`config.mk`:
```
export PLATFORM = sky130hd
export DESIGN_NAME = hack_cpu_ctrl_flat
export DESIGN_NICKNAME = d
export VERILOG_FILES = /design/src/rtl/hack_pkg.sv /design/src/rtl/hack_cpu_ctrl_if.sv /design/src/rtl/hack_alu.sv /design/src/rtl/hack_jump_cond.sv /design/src/rtl/hack_cpu_ctrl.sv /design/src/flat_wrapper.sv
export SDC_FILE = /design/constraint.sdc
export NUM_CORES = 1
export LEC_CHECK = 0
export BUFFER_PORTS_ARGS = -buffer_cell sky130_fd_sc_hd__buf_4
export CAP_MARGIN = 0
export CORE_MARGIN = 8
export CORE_UTILIZATION = 53
export CTS_BUF_LIST = sky130_fd_sc_hd__clkbuf_8
export CTS_CLUSTER_SIZE = 20
export DETAILED_ROUTE_END_ITERATION = 6
export GPL_ROUTABILITY_DRIVEN = 0
export GPL_TIMING_DRIVEN = 0
export PLACE_DENSITY = 0.88
export SLEW_MARGIN = 20
export SYNTH_ARGS = -nofsm -noshare
export SYNTH_HDL_FRONTEND = slang
export SYNTH_HIERARCHICAL = 1
export SYNTH_SLANG_ARGS = --single-unit
```
`constraint.sdc`:
```
create_clock -name clk -period 16.3 [get_ports clk]
set_input_delay 3.26 -clock clk [delete_from_list [all_inputs] [get_ports clk]]
set_output_delay 3.26 -clock clk [all_outputs]
set_load 0.05 [all_outputs]
```
`src/rtl/hack_pkg.sv`:
```
`default_nettype none
// ============================================================================
// Module   : hack_pkg
// Purpose  : Shared definitions for the Hack CPU control core. Holds the
//            state encoding, the instruction field positions, the ALU
//            control bit order and the default reset PC.
// Revision : 1.0 - initial release
// ============================================================================
package hack_pkg;

  // Control FSM states. ST_HALT is only entered when HACK_CPU_HALT_EN is defined.
  typedef enum logic [2:0] {
    ST_FETCH  = 3'd0,
    ST_DECODE = 3'd1,
    ST_MEM_RD = 3'd2,
    ST_EXEC   = 3'd3,
    ST_MEM_WR = 3'd4,
    ST_HALT   = 3'd5
  } state_t;

  // Instruction field positions
  localparam int INSN_CBIT = 15;  // 0 = A-instruction, 1 = C-instruction
  localparam int INSN_ABIT = 12;  // ALU y operand: 1 = M, 0 = A
  localparam int COMP_MSB  = 11;
  localparam int COMP_LSB  = 6;
  localparam int DEST_A    = 5;
  localparam int DEST_D    = 4;
  localparam int DEST_M    = 3;
  localparam int JUMP_MSB  = 2;
  localparam int JUMP_LSB  = 0;

  // ALU control bit order within alu_ctl
  localparam int ALU_ZX = 5;
  localparam int ALU_NX = 4;
  localparam int ALU_ZY = 3;
  localparam int ALU_NY = 2;
  localparam int ALU_F  = 1;
  localparam int ALU_NO = 0;

  localparam logic [14:0] DEFAULT_RESET_PC = 15'd0;

endpackage
`default_nettype wire

```
`src/rtl/hack_cpu_ctrl_if.sv`:
```
`default_nettype none
// ============================================================================
// Module   : hack_cpu_ctrl_if
// Purpose  : Instruction and data memory handshake bundle. The CPU is the
//            master; the memory system is the slave.
// Revision : 1.0 - initial release
// ============================================================================
interface hack_cpu_ctrl_if;
  logic        imem_req;
  logic [14:0] imem_addr;
  logic [15:0] imem_data;
  logic        imem_valid;
  logic        dmem_rd;
  logic        dmem_wr;
  logic [14:0] dmem_addr;
  logic [15:0] dmem_wdata;
  logic [15:0] dmem_rdata;
  logic        dmem_ack;

  modport master (
    output imem_req, imem_addr, dmem_rd, dmem_wr, dmem_addr, dmem_wdata,
    input  imem_data, imem_valid, dmem_rdata, dmem_ack
  );

  modport slave (
    input  imem_req, imem_addr, dmem_rd, dmem_wr, dmem_addr, dmem_wdata,
    output imem_data, imem_valid, dmem_rdata, dmem_ack
  );
endinterface
`default_nettype wire

```
`src/rtl/hack_alu.sv`:
```
`default_nettype none
// ============================================================================
// Module   : hack_alu
// Purpose  : Standard combinational Hack ALU (zx,nx,zy,ny,f,no) with zr/ng.
// Revision : 1.0 - initial release
// ============================================================================
module hack_alu (
  input  logic [15:0] x,
  input  logic [15:0] y,
  input  logic [5:0]  ctl,
  output logic [15:0] out,
  output logic        zr,
  output logic        ng
);
  logic [15:0] x_z, x_n, y_z, y_n, f_out;

  assign x_z   = ctl[5] ? 16'h0000 : x;
  assign x_n   = ctl[4] ? ~x_z : x_z;
  assign y_z   = ctl[3] ? 16'h0000 : y;
  assign y_n   = ctl[2] ? ~y_z : y_z;
  assign f_out = ctl[1] ? (x_n + y_n) : (x_n & y_n);
  assign out   = ctl[0] ? ~f_out : f_out;
  assign zr    = (out == 16'h0000);
  assign ng    = out[15];
endmodule
`default_nettype wire

```
`src/rtl/hack_jump_cond.sv`:
```
`default_nettype none
// ============================================================================
// Module   : hack_jump_cond
// Purpose  : Jump decision from the {lt,eq,gt} jump bits and ALU flags.
// Revision : 1.0 - initial release
// ============================================================================
module hack_jump_cond (
  input  logic [2:0] jump,
  input  logic       zr,
  input  logic       ng,
  output logic       taken
);
  assign taken = (jump[2] & ng) | (jump[1] & zr) | (jump[0] & ~ng & ~zr);
endmodule
`default_nettype wire

```
`src/rtl/hack_cpu_ctrl.sv`:
```
`default_nettype none
// ============================================================================
// Module   : hack_cpu_ctrl
// Purpose  : Multi-cycle Hack CPU control core. Fetches and decodes Hack
//            instructions, owns A/D/PC, drives the ALU and talks to both
//            memories through wait-state tolerant req/valid handshakes.
//            Optional feature macro: HACK_CPU_HALT_EN (jump-to-self halts).
// Revision : 1.0 - initial release
// ============================================================================
module hack_cpu_ctrl
  import hack_pkg::*;
#(
  parameter logic [14:0] RESET_PC = DEFAULT_RESET_PC
) (
  input  logic                  clk,
  input  logic                  reset,
  hack_cpu_ctrl_if.master       bus,
  output logic [5:0]            alu_ctl,
  output logic [14:0]           pc,
  output logic                  retire,
  output logic                  halted
);

  state_t      state, next_state;
  logic [15:0] ir, a_reg, d_reg, mr, res;
  logic [14:0] pc_reg, commit_pc;
  logic        zr_q, ng_q;
  logic        is_c, commit, taken;
  logic        imem_req_c, dmem_rd_c, dmem_wr_c;
  logic [5:0]  comp;
  logic [15:0] alu_y, alu_out, cur_res;
  logic        alu_zr, alu_ng, cur_zr, cur_ng;
  logic        unused_ir_bits;

  assign is_c           = ir[INSN_CBIT];
  assign comp           = ir[COMP_MSB:COMP_LSB];
  assign unused_ir_bits = &{1'b0, ir[14:13]};

  // x is always D; y selects the fetched M operand or A
  assign alu_y = ir[INSN_ABIT] ? mr : a_reg;

  hack_alu u_alu (
    .x   (d_reg),
    .y   (alu_y),
    .ctl (comp),
    .out (alu_out),
    .zr  (alu_zr),
    .ng  (alu_ng)
  );

  // EXEC commits straight from the ALU; MEM_WR commits from the latched copy
  assign cur_res = (state == ST_EXEC) ? alu_out : res;
  assign cur_zr  = (state == ST_EXEC) ? alu_zr  : zr_q;
  assign cur_ng  = (state == ST_EXEC) ? alu_ng  : ng_q;

  hack_jump_cond u_jump (
    .jump  (ir[JUMP_MSB:JUMP_LSB]),
    .zr    (cur_zr),
    .ng    (cur_ng),
    .taken (taken)
  );

  // Jump target is the pre-instruction A; A-instructions never jump
  assign commit_pc = (is_c && taken) ? a_reg[14:0] : pc_reg + 15'd1;

  // State register
  always_ff @(posedge clk) begin
    if (reset) state <= ST_FETCH;
    else       state <= next_state;
  end

  // Next-state, request and commit decode
  always_comb begin
    next_state = state;
    commit     = 1'b0;
    imem_req_c = 1'b0;
    dmem_rd_c  = 1'b0;
    dmem_wr_c  = 1'b0;
    case (state)
      ST_FETCH: begin
        imem_req_c = 1'b1;
        if (bus.imem_valid) next_state = ST_DECODE;
      end
      ST_DECODE: begin
        if (!is_c) begin
          commit     = 1'b1;
          next_state = ST_FETCH;
        end else if (ir[INSN_ABIT]) begin
          next_state = ST_MEM_RD;
        end else begin
          next_state = ST_EXEC;
        end
      end
      ST_MEM_RD: begin
        dmem_rd_c = 1'b1;
        if (bus.dmem_ack) next_state = ST_EXEC;
      end
      ST_EXEC: begin
        if (ir[DEST_M]) begin
          next_state = ST_MEM_WR;
        end else begin
          commit     = 1'b1;
          next_state = ST_FETCH;
        end
      end
      ST_MEM_WR: begin
        dmem_wr_c = 1'b1;
        if (bus.dmem_ack) begin
          commit     = 1'b1;
          next_state = ST_FETCH;
        end
      end
      ST_HALT: begin
        next_state = ST_HALT;
      end
      default: next_state = ST_FETCH;
    endcase
`ifdef HACK_CPU_HALT_EN
    // An unconditional jump to its own address can never make progress
    if (commit && is_c && (ir[JUMP_MSB:JUMP_LSB] == 3'b111) && (a_reg[14:0] == pc_reg))
      next_state = ST_HALT;
`endif
  end

  // Datapath registers; A, D and PC only change together on the commit edge
  always_ff @(posedge clk) begin
    if (reset) begin
      ir     <= 16'h0000;
      a_reg  <= 16'h0000;
      d_reg  <= 16'h0000;
      mr     <= 16'h0000;
      res    <= 16'h0000;
      zr_q   <= 1'b0;
      ng_q   <= 1'b0;
      pc_reg <= RESET_PC;
    end else begin
      if (state == ST_FETCH && bus.imem_valid) ir <= bus.imem_data;
      if (state == ST_MEM_RD && bus.dmem_ack)  mr <= bus.dmem_rdata;
      if (state == ST_EXEC) begin
        res  <= alu_out;
        zr_q <= alu_zr;
        ng_q <= alu_ng;
      end
      if (commit) begin
        pc_reg <= commit_pc;
        if (!is_c) begin
          a_reg <= {1'b0, ir[14:0]};
        end else begin
          if (ir[DEST_A]) a_reg <= cur_res;
          if (ir[DEST_D]) d_reg <= cur_res;
        end
      end
    end
  end

  assign bus.imem_req   = imem_req_c & ~reset;
  assign bus.imem_addr  = pc_reg;
  assign bus.dmem_rd    = dmem_rd_c & ~reset;
  assign bus.dmem_wr    = dmem_wr_c & ~reset;
  assign bus.dmem_addr  = a_reg[14:0];
  assign bus.dmem_wdata = res;

  assign pc      = pc_reg;
  assign retire  = commit & ~reset;
  assign alu_ctl = (is_c && state != ST_FETCH && state != ST_HALT) ? comp : 6'b000000;

`ifdef HACK_CPU_HALT_EN
  assign halted = (state == ST_HALT) & ~reset;
`else
  assign halted = 1'b0;
`endif

endmodule
`default_nettype wire

```
`src/flat_wrapper.sv`:
```
// flat-port wrapper written by rule: the top's interface ports become plain ports
module hack_cpu_ctrl_flat import hack_pkg::*;
#(
  parameter logic [14:0] RESET_PC = DEFAULT_RESET_PC
)
  (clk, reset, alu_ctl, pc, retire, halted, bus_imem_req, bus_imem_addr, bus_dmem_rd, bus_dmem_wr, bus_dmem_addr, bus_dmem_wdata, bus_imem_data, bus_imem_valid, bus_dmem_rdata, bus_dmem_ack);
  hack_cpu_ctrl_if bus_i ();
  input  logic clk;
  input  logic reset;
  output logic [5:0] alu_ctl;
  output logic [14:0] pc;
  output logic retire;
  output logic halted;
  output wire logic [$bits(bus_i.imem_req)-1:0] bus_imem_req;
  output wire logic [$bits(bus_i.imem_addr)-1:0] bus_imem_addr;
  output wire logic [$bits(bus_i.dmem_rd)-1:0] bus_dmem_rd;
  output wire logic [$bits(bus_i.dmem_wr)-1:0] bus_dmem_wr;
  output wire logic [$bits(bus_i.dmem_addr)-1:0] bus_dmem_addr;
  output wire logic [$bits(bus_i.dmem_wdata)-1:0] bus_dmem_wdata;
  input wire logic [$bits(bus_i.imem_data)-1:0] bus_imem_data;
  input wire logic [$bits(bus_i.imem_valid)-1:0] bus_imem_valid;
  input wire logic [$bits(bus_i.dmem_rdata)-1:0] bus_dmem_rdata;
  input wire logic [$bits(bus_i.dmem_ack)-1:0] bus_dmem_ack;
  assign bus_imem_req = bus_i.imem_req;
  assign bus_imem_addr = bus_i.imem_addr;
  assign bus_dmem_rd = bus_i.dmem_rd;
  assign bus_dmem_wr = bus_i.dmem_wr;
  assign bus_dmem_addr = bus_i.dmem_addr;
  assign bus_dmem_wdata = bus_i.dmem_wdata;
  assign bus_i.imem_data = bus_imem_data;
  assign bus_i.imem_valid = bus_imem_valid;
  assign bus_i.dmem_rdata = bus_dmem_rdata;
  assign bus_i.dmem_ack = bus_dmem_ack;
  hack_cpu_ctrl #(.RESET_PC(RESET_PC)) u_core (.clk(clk), .reset(reset), .bus(bus_i), .alu_ctl(alu_ctl), .pc(pc), .retire(retire), .halted(halted));
endmodule
```
Yosys cells after proc, flatten, opt, wreduce, memory -nomap -nowiden:

Cells that the tools add are included.

* flip-flop bits (word level): 100
* input port bits: 36
* output and inout bits: 72
* word-level logic and storage cells: 77

* $add $sub $neg: 2
* equal/unequal tests: 10
* muxes and demuxes: 28
* bitwise logic cells: 17
* reductions and logical operators: 11

Operators by type and width (count)
* $mux W16: 10
* $not A16 Y16: 3
* $pmux W3 S6: 1
* $add A16 B16 Y16: 1
* $and A16 B16 Y16: 1
* $logic_not A16 Y1: 1
* $add A15 B1 Y15 const B: 1
* $mux W15: 1
* $mux W3: 5
* $mux W1: 9
* $and A1 B1 Y1: 8
* $ne A2 B2 Y1 const B: 4
* $eq A3 B2 Y1 const B: 2
* $eq A3 B3 Y1 const B: 2
* $mux W6: 1
* $reduce_and A3 Y1: 2
* $logic_and A1 B1 Y1: 5
* $eq A3 B1 Y1 const B: 1
* $logic_not A3 Y1: 1
* $ne A3 B3 Y1 const B: 1
* $not A1 Y1: 3
* $pmux W1 S3: 1
* $reduce_bool A3 Y1: 1
* $or A1 B1 Y1: 2
* $reduce_and A2 Y1: 1

Depth between registers and ports, before layout:

Gate-level depths: netlist of the first run.

* depth in word-level cells: 15
* mapped depth: 24
* depth with buffers taken out: 21

Hierarchy:

The synthesis of the first run kept the hierarchy.

Modules (own cells, without submodules)
* hack_cpu_ctrl: instances 1, cells each 546, area an instance 4604.4 um^2, sequential area each 2001.9 um^2
* hack_alu: instances 1, cells each 267, area an instance 1906.8 um^2, sequential area each 0.0 um^2
* hack_jump_cond: instances 1, cells each 2, area an instance 17.5 um^2, sequential area each 0.0 um^2

Worst setup path after synthesis of the first run:

OpenSTA, ideal clock, no wires.

* path type: input to output
* start point: input port reset
* end point: output port bus_imem_req
* arrival: 4.898 ns
* data required time: 13.040 ns
* setup slack: 8.142 ns
* cell stages on the path: 2
* buffers on the path: 1
* path through: clkbuf_1 > nor4_1

* word-level cells in the longest chain between the ends: 2

RTL lines
* start, declared: line flat_wrapper.sv:9 `input logic reset;`
* $not A1 Y1: line hack_cpu_ctrl.sv:156 `assign bus.imem_req = imem_req_c & ~reset;`
* $and A1 B1 Y1: line hack_cpu_ctrl.sv:156
* end, declared: line flat_wrapper.sv:14 `output wire logic [$bits(bus_i.imem_req)-1:0] bus_imem_req;`

Every way passes these cells.

Final worst setup path of the first run:

* start point: input port reset
* end point: output port bus_dmem_wr

* word-level cells in the longest chain between the ends: 2

RTL lines
* $not A1 Y1: line hack_cpu_ctrl.sv:159 `assign bus.dmem_wr = dmem_wr_c & ~reset;`
* $and A1 B1 Y1: line hack_cpu_ctrl.sv:159
* end, declared: line flat_wrapper.sv:17 `output wire logic [$bits(bus_i.dmem_wr)-1:0] bus_dmem_wr;`

Every way passes these cells.

==> results.md, run 1 <==
- # H-tree levels: 3
- Die width: 127 um
- Antenna violations before repair: 0
- Setup TNS: 0 ps
- Core Region: between 10000 and 15000 um2
- Sw frac: 33.2%
- Worst EP arrival: 4720 ps
- Post-Syn Area: 6530 um2
- Placed Cells: 1068
- Most common flop cell mapped by yosys: dfxtp_1
- Reg power frac: 48.2%
- Vias per inst: 5.87
- Clock Power Share: 26.8%
- Hold Crit Class: reg2reg
- FF+latch count, synth: 100
- Period minus WS final: 7980 ps
- Global-route wire length before repair: 30300 um
- Final Max Slew Viols: 0
- Mapped Nets: 869
- Crit-path leading delay family: buffers and inverters
- CTS max path bufs: 2
- Die H: 127 um
- Status: complete, no violations
- Synth warn: 6
- Routed WL: 19300 um
- F_max: 125 MHz
- Slew headroom: 50.4%
- CTS Hold Buffers Added: 0
- Min Hold Slack: 461 ps
- Crit-path cells: buf_4 > clkbuf_1 > buf_1 > nor2_1 > buf_4
- Switching power: approximately 0.18 mW
- Crit Path Class: in2out
- CTS tree: done
- FILL cells: 1038
- Later-pin clock latency in the skew report: 400 ps
- Routed length per instance: 17.8 um
- Cts bufs inserted: 9
- Vias in the first global route: between 6000 and 7000
- Multi-input logic area: 3960 um2
- N_diodes: 0
- Combinational share of power: 25.0%
- Max Cap Violations: 0
- Bufs and invs on worst path: 4
- Worst path most repeated cell: buf_4
- Initial Util: 54.4%
- Post-Synthesis Cells: between 800 and 900
- Gr usage total: between 20% and 30%
- Internal: 0.357 mW
- Worst slew pin tran: between 700 and 800 ps
- Maximum vdd ir drop: 63.2 uV
- Number of I/O port buffers: 106
- Proportion of layout cells with a drive suffix above 1: 22.6%
- Crit path max fanout: 10
- Max stage delay on crit path: ~580 ps
- Worst Skew: 16.2 ps
- Layout area overhead: 17.5%
- CTS sink count: 100
- Nets: 986
- Fin util: a little under two thirds
- Via count: 6360
- Post-route DRC: 0
- Syn Area/Cell: 8.01 um2
- DP HPWL: roughly 15000 um
- Resized cells post-CTS: 0
- Crit end category: output pin
- Top-Level Pins: 108
- Initial DRC Count: 854
- Async set-or-reset flop fraction in the synthesized netlist: 0%
- Clock transition at path regs: 100 ps
- Row count: 40
- Pre-antenna DRT Iters: 6
- Hold Violations, Final: 0
- Root Buffer Master: clkbuf_8
- Largest net degree at the start of global routing: 16
- Total die area: 16100 um2
- Slowest CP cell: buf_1
- Post-synthesis sequential area ratio: 30.7%
- Unrepaired setup endpoints after global routing: false
- Final setup fails: 0
- Post-synth EDFFs: 0
- Finished Layout Cells: 1084
- Worst Path Required: 13040 ps
- Setup repair bufs after CTS: 0
- Register Area: 2000 um2
- Fin crit share: 48.9%
- Grt ovf: 0
- PwrDens: 69.7 nW/um2
- P_leak: around 3.2 nW
- Total Power: between 0.5 and 0.6 mW
- Routed Antenna Nets: 0
- Synth unique cells: 82
- Worst setup SP type: input pin
-- metal layers --
layer	wire length, um	GRT usage [%]	vias up	part of all wire (%)
met2	8690	36.5	326	45
met4	542	9.17	0	2.8
met3	1770	6.49	49	9.2
li1	-	-	3059	-
met1	8250	29.5	2926	43
met5	0	0	-	0
-- cells in the mapped netlist (4+ instances only) --
cell      instances  share of area, %
nand2_1         102               5.9
dfxtp_1         100                31
a21oi_1          84               6.4
nor2_1           76               4.4
xnor2_1          48               6.4
nand2b_1         42               4.0
buf_4            37               4.3
clkbuf_1         28               1.6
o21ai_0          26               2.0
a211oi_1         24               2.8
mux2i_1          21               3.2
mux2_2           19               3.3
ha_1             17               3.3
a22o_1           15               2.0
inv_1            14              0.80
nand3_1          12              0.92
buf_2            11              0.84
nor2b_1          11               1.1
nor3_1           11              0.84
a31oi_1           8              0.77
nand4_1           6              0.57
o31ai_1           6              0.69
buf_6             5              0.86
a21o_1            4              0.46
and2_1            4              0.38
nand3b_1          4              0.46
o211ai_1          4              0.46
or3_1             4              0.38
-- worst paths after layout --
check / slack [ps] / end / startpoint / cells after the start
min reg2reg: 460 / u_core/mr[2] / u_core/mr[2] / 2
max reg2reg: 9300 / u_core/bus.imem_addr[11] / u_core/ir[8] / 22
min: 460 / u_core/mr[2] / u_core/mr[2] / 2
max: 8320 / bus_dmem_wr / reset / 5
-- stage by stage --
step           cell area [um2]  worst slack (ps)
2_1_floorplan             6530              8140
3_3_place_gp              7510              8410
3_5_place_dp              7510              8360
4_1_cts                   7670              8350
5_1_grt                   7670              8260
6_report                  7670              8320
-- worst reg2reg max path: stages, from the launching register on --
cell	delay, ps
dfxtp_1	430
clkbuf_1	390
clkbuf_1	620
xnor2_1	190
ha_1	280
fa_1	480
a211oi_4	330
o2111a_1	270
a311o_1	210
o21ai_0	130
or4b_1	520
a221o_1	350
or4b_1	520
nor4_2	280
mux2_2	260
nor3b_1	50
a221o_1	290
and2_1	170
clkbuf_1	220
clkbuf_1	300
o41ai_1	410
nand2_1	100
a21oi_1	120
-- power groups by stage --
stage | Clock (mW) | Sequential [mW] | Combinational (mW)
5_1_grt | 0.154 | 0.258 | 0.144
2_1_floorplan | 0 | 0.262 | 0.0942
4_1_cts | 0.144 | 0.257 | 0.132
3_3_place_gp | 0 | 0.263 | 0.129
3_5_place_dp | 0 | 0.263 | 0.131
6_report | 0.143 | 0.257 | 0.134
-- placed cells by master (no fill, tap or decap), drive strengths merged, types with 4 or more instances in the layout --
master / n
inv: 17
nor2: 76
and2: 6
a21oi: 84
nor2b: 11
buf: 162
mux2i: 21
nand3: 12
nor3: 12
o21ai: 28
a31oi: 8
nand4: 6
ha: 17
nand2b: 43
a22o: 15
mux2: 19
nand2: 103
dfxtp: 100
a211oi: 26
clkbuf: 37
nand3b: 5
xnor2: 48
a21o: 4
o31ai: 6
or3: 6
o211ai: 4
-- layout make-up --
type,count,share of cell area (%)
Buffer,85,6.70
Clock buffer,9,1.62
Clock inverter,7,0.489
Inverter,14,0.685
Multi-Input combinational cell,616,51.6
Sequential cell,100,26.1
Tap cell,147,2.40
Timing Repair Buffer,106,10.4
-- cell families after synthesis --
group	share of synthesized area, %
simple gates	23.1
compound gates	20.8
flops	30.7
buf+inv	8.68
xor+xnor	6.71
mux	6.50
fa+ha+maj	3.56
other cells	0.0574
Power figures use the tool's default switching activity.
==> run 2: changes to the inputs <==
Settings changed: PLACE_DENSITY 0.88 to 0.91.
Clock period 16.3 ns to 6.45 ns, I/O delays scaled along.
==> results.md, run 2 (same netlist as run 1, synthesis figures left out) <==
- Hold Violations, Final: 0 (unchanged)
- N_diodes: 0 (unchanged)
- Proportion of layout cells with a drive suffix above 1: 23.7% (was 22.6%)
- P_leak: 3.19 nW (was 3.16 nW)
- Crit path launch: u_core/ir[12] (was reset)
- Worst Path Required: 6760 ps (was 13040 ps)
- Cts bufs inserted: 9 (unchanged)
- Final Max Slew Viols: 0 (unchanged)
- Combinational share of power: 23.5% (was 25.0%)
- Sw frac: 31.4% (was 33.2%)
- Unrepaired setup endpoints after global routing: false (unchanged)
- Reg2Reg Launch Point: u_core/ir[12] (was u_core/ir[8])
- Routed length per instance: 17.8 um (about the same)
- Hold Crit Class: reg2reg (unchanged)
- DP HPWL: 14800 um (was 14900 um)
- Crit end category: register (was output pin)
- Initial Util: 54.4% (unchanged)
- PwrDens: 186 nW/um2 (was 69.7 nW/um2)
- Die H: 127 um (unchanged)
- Crit-path cells: clkbuf_4 > mux2_2 > nand2b_1 > xnor2_1 > ha_1 > nand4_1 > or4_4 > nand2_4 > o22ai_2 > or4_4 > a221o_1 > or4b_1 > nor4_2 > mux2_2 > nor3b_1 > a221o_1 > and2_1 > clkbuf_1 > clkbuf_2 > o41ai_1 > nand2_1 > a21oi_1 (was buf_4 > clkbuf_1 > buf_1 > nor2_1 > buf_4)
- Finished Layout Cells: 1080 (was 1084)
- Worst EP arrival: 6530 ps (was 4720 ps)
- CTS sink count: 100 (unchanged)
- Worst Reg-to-Reg Cells: 22 (unchanged)
- R2R Path End: u_core/bus.imem_addr[11] (unchanged)
- CTS Hold Buffers Added: 0 (unchanged)
- Routed WL: 19300 um (about the same)
- Nets: 982 (was 986)
- Most common cell after layout, fill and taps aside: buf_4 (unchanged)
- Min Hold Slack: 457 ps (was 461 ps)
- Crit Path Class: reg2reg (was in2out)
- Internal: 0.984 mW (was 0.357 mW)
- Grt ovf: 0 (unchanged)
- Core Region: 12000 um2 (unchanged)
- Fin util: 64.3% (was 63.9%)
- Vias in the first global route: 6090 (was 6010)
- Fin crit share: 96.4%
- Hold Path Origin: u_core/ir[14] (was u_core/mr[2])
- Layout area overhead: 18.3% (was 17.5%)
- Clock Power Share: 30.9% (was 26.8%)
- Status: complete, no violations (unchanged)
- Reg power frac: 45.6% (was 48.2%)
- Antenna violations before repair: 0 (unchanged)
- WHS Endpoint: u_core/ir[14] (was u_core/mr[2])
- Worst reg-to-reg setup slack: 230 ps (was 9300 ps)
- Resized cells post-CTS: 4 (was 0)
- Final setup fails: 0 (unchanged)
- Slew headroom: 48.1% (was 50.4%)
- Row count: 40 (unchanged)
- Global-route wire length before repair: 30500 um (was 30300 um)
- Crit path max fanout: 10 (unchanged)
- Worst setup SP type: register (was input pin)
- Root Buffer Master: clkbuf_8 (unchanged)
- Post-route cell area: 7720 um2 (was 7670 um2)
- Placed Cells: 1068 (unchanged)
- F_max: 161 MHz
- Die width: 127 um (unchanged)
- Setup repair bufs after CTS: 0 (unchanged)
- Most frequent cells in the layout: 143 x buf_4, 102 x nand2_1, 98 x dfxtp_1, 83 x a21oi_1, 76 x nor2_1 (was 143 x buf_4, 102 x nand2_1, 100 x dfxtp_1, 84 x a21oi_1, 76 x nor2_1)
- Largest net degree at the start of global routing: 17 (was 16)
- Top-Level Pins: 108 (unchanged)
- WHS Path Cells: 2 (unchanged)
- Switching power: 0.450 mW (was 0.178 mW)
- Maximum vdd ir drop: 119 uV (was 63.2 uV)
- Post-route DRC: 0 (unchanged)
- Initial DRC Count: 762 (was 854)
- Slowest CP cell: or4_4 (was buf_1)
- Worst Skew: 14.3 ps (was 16.2 ps)
- Routed Antenna Nets: 0 (unchanged)
- Period minus WS final: 6220 ps
- Later-pin clock latency in the skew report: 380 ps (was 400 ps)
- Total die area: 16100 um2 (unchanged)
- Clock transition at path regs: 100 ps (about the same)
- CTS max path bufs: 2 (unchanged)
- Setup WS pre-CTS: -271 ps (was 8360 ps)
- Worst slew pin tran: 772 ps (was 744 ps)
- Max stage delay on crit path: 560 ps (was 580 ps)
- Final setup margin: 231 ps (was 8320 ps)
- Via count: 6407 (was 6360)
- Gr usage total: 23.4% (was 23.2%)
- Number of I/O port buffers: 106 (unchanged)
- Max Cap Violations: 0 (unchanged)
- FILL cells: 998 (was 1038)
- DP Area: 7510 um2 (unchanged)
- Pre-antenna DRT Iters: 5 (was 6)
- Vias per inst: 5.93 (was 5.87)
- # H-tree levels: 3 (unchanged)
- CTS tree: done (unchanged)
[run 2: cell count changes in the layout (fill, tap and decap cells not counted), sizes merged]
cell      previous run  this run
clkbuf              37        32
clkinv               3         0
bufinv               0         2
buf                162       163
clkinvlp             1         2
[run 2: worst max path at each step]
stage	slack, ps	endpoint
after floorplan	730	u_core/bus.imem_addr[11]
after global placement	-190	u_core/bus.imem_addr[11]
after detailed placement	-270	u_core/bus.imem_addr[11]
after CTS	100	u_core/bus.imem_addr[11]
after global routing	2	u_core/bus.imem_addr[11]
final	230	u_core/bus.imem_addr[11]
[run 2: stage by stage]
stage                     setup TNS (ps)  power (mW)
after floorplan                        0       0.901
after global placement              -665       0.988
after detailed placement           -1930       0.996
after CTS                              0        1.43
after global routing                   0        1.49
final                                  0        1.43
[run 2: power by group through the flow]
stage / clock (mW) / combinational [mW] / sequential [mW]
finish: 0.443 / 0.338 / 0.654
global route: 0.473 / 0.360 / 0.657
CTS: 0.445 / 0.332 / 0.652
detailed placement: 0 / 0.332 / 0.664
global placement: 0 / 0.324 / 0.664
floorplan: 0 / 0.238 / 0.663
[run 2: worst max-delay path, delay by kind of cell, from the launching register on]
kind / cells / cell delay (ps)
xor gates and xnor gates: 1 / 80
buffers and inverters: 3 / 780
muxes: 2 / 610
and+or+nand+nor: 10 / 2550
adders and majority gates: 1 / 430
DFF: 1 / 480
AOI/OAI and AO/OA: 5 / 1260
[run 2: layout make-up]
cell class,instances,area (um2),area share [%]
Tap cell,147,184,2.38
Buffer,81,508,6.58
Timing Repair Buffer,106,796,10.3
Sequential cell,100,2000,26.0
Clock inverter,7,91.3,1.18
Clock buffer,9,124,1.60
Multi-Input combinational cell,616,3960,51.3
Inverter,14,52.6,0.680
[run 2: metal layers]
metal / GRT usage [%] / share of wire (%)
met1: 29.7 / 41
met2: 37.2 / 46
met3: 5.95 / 9.5
met4: 9.31 / 2.9
met5: 0 / 0
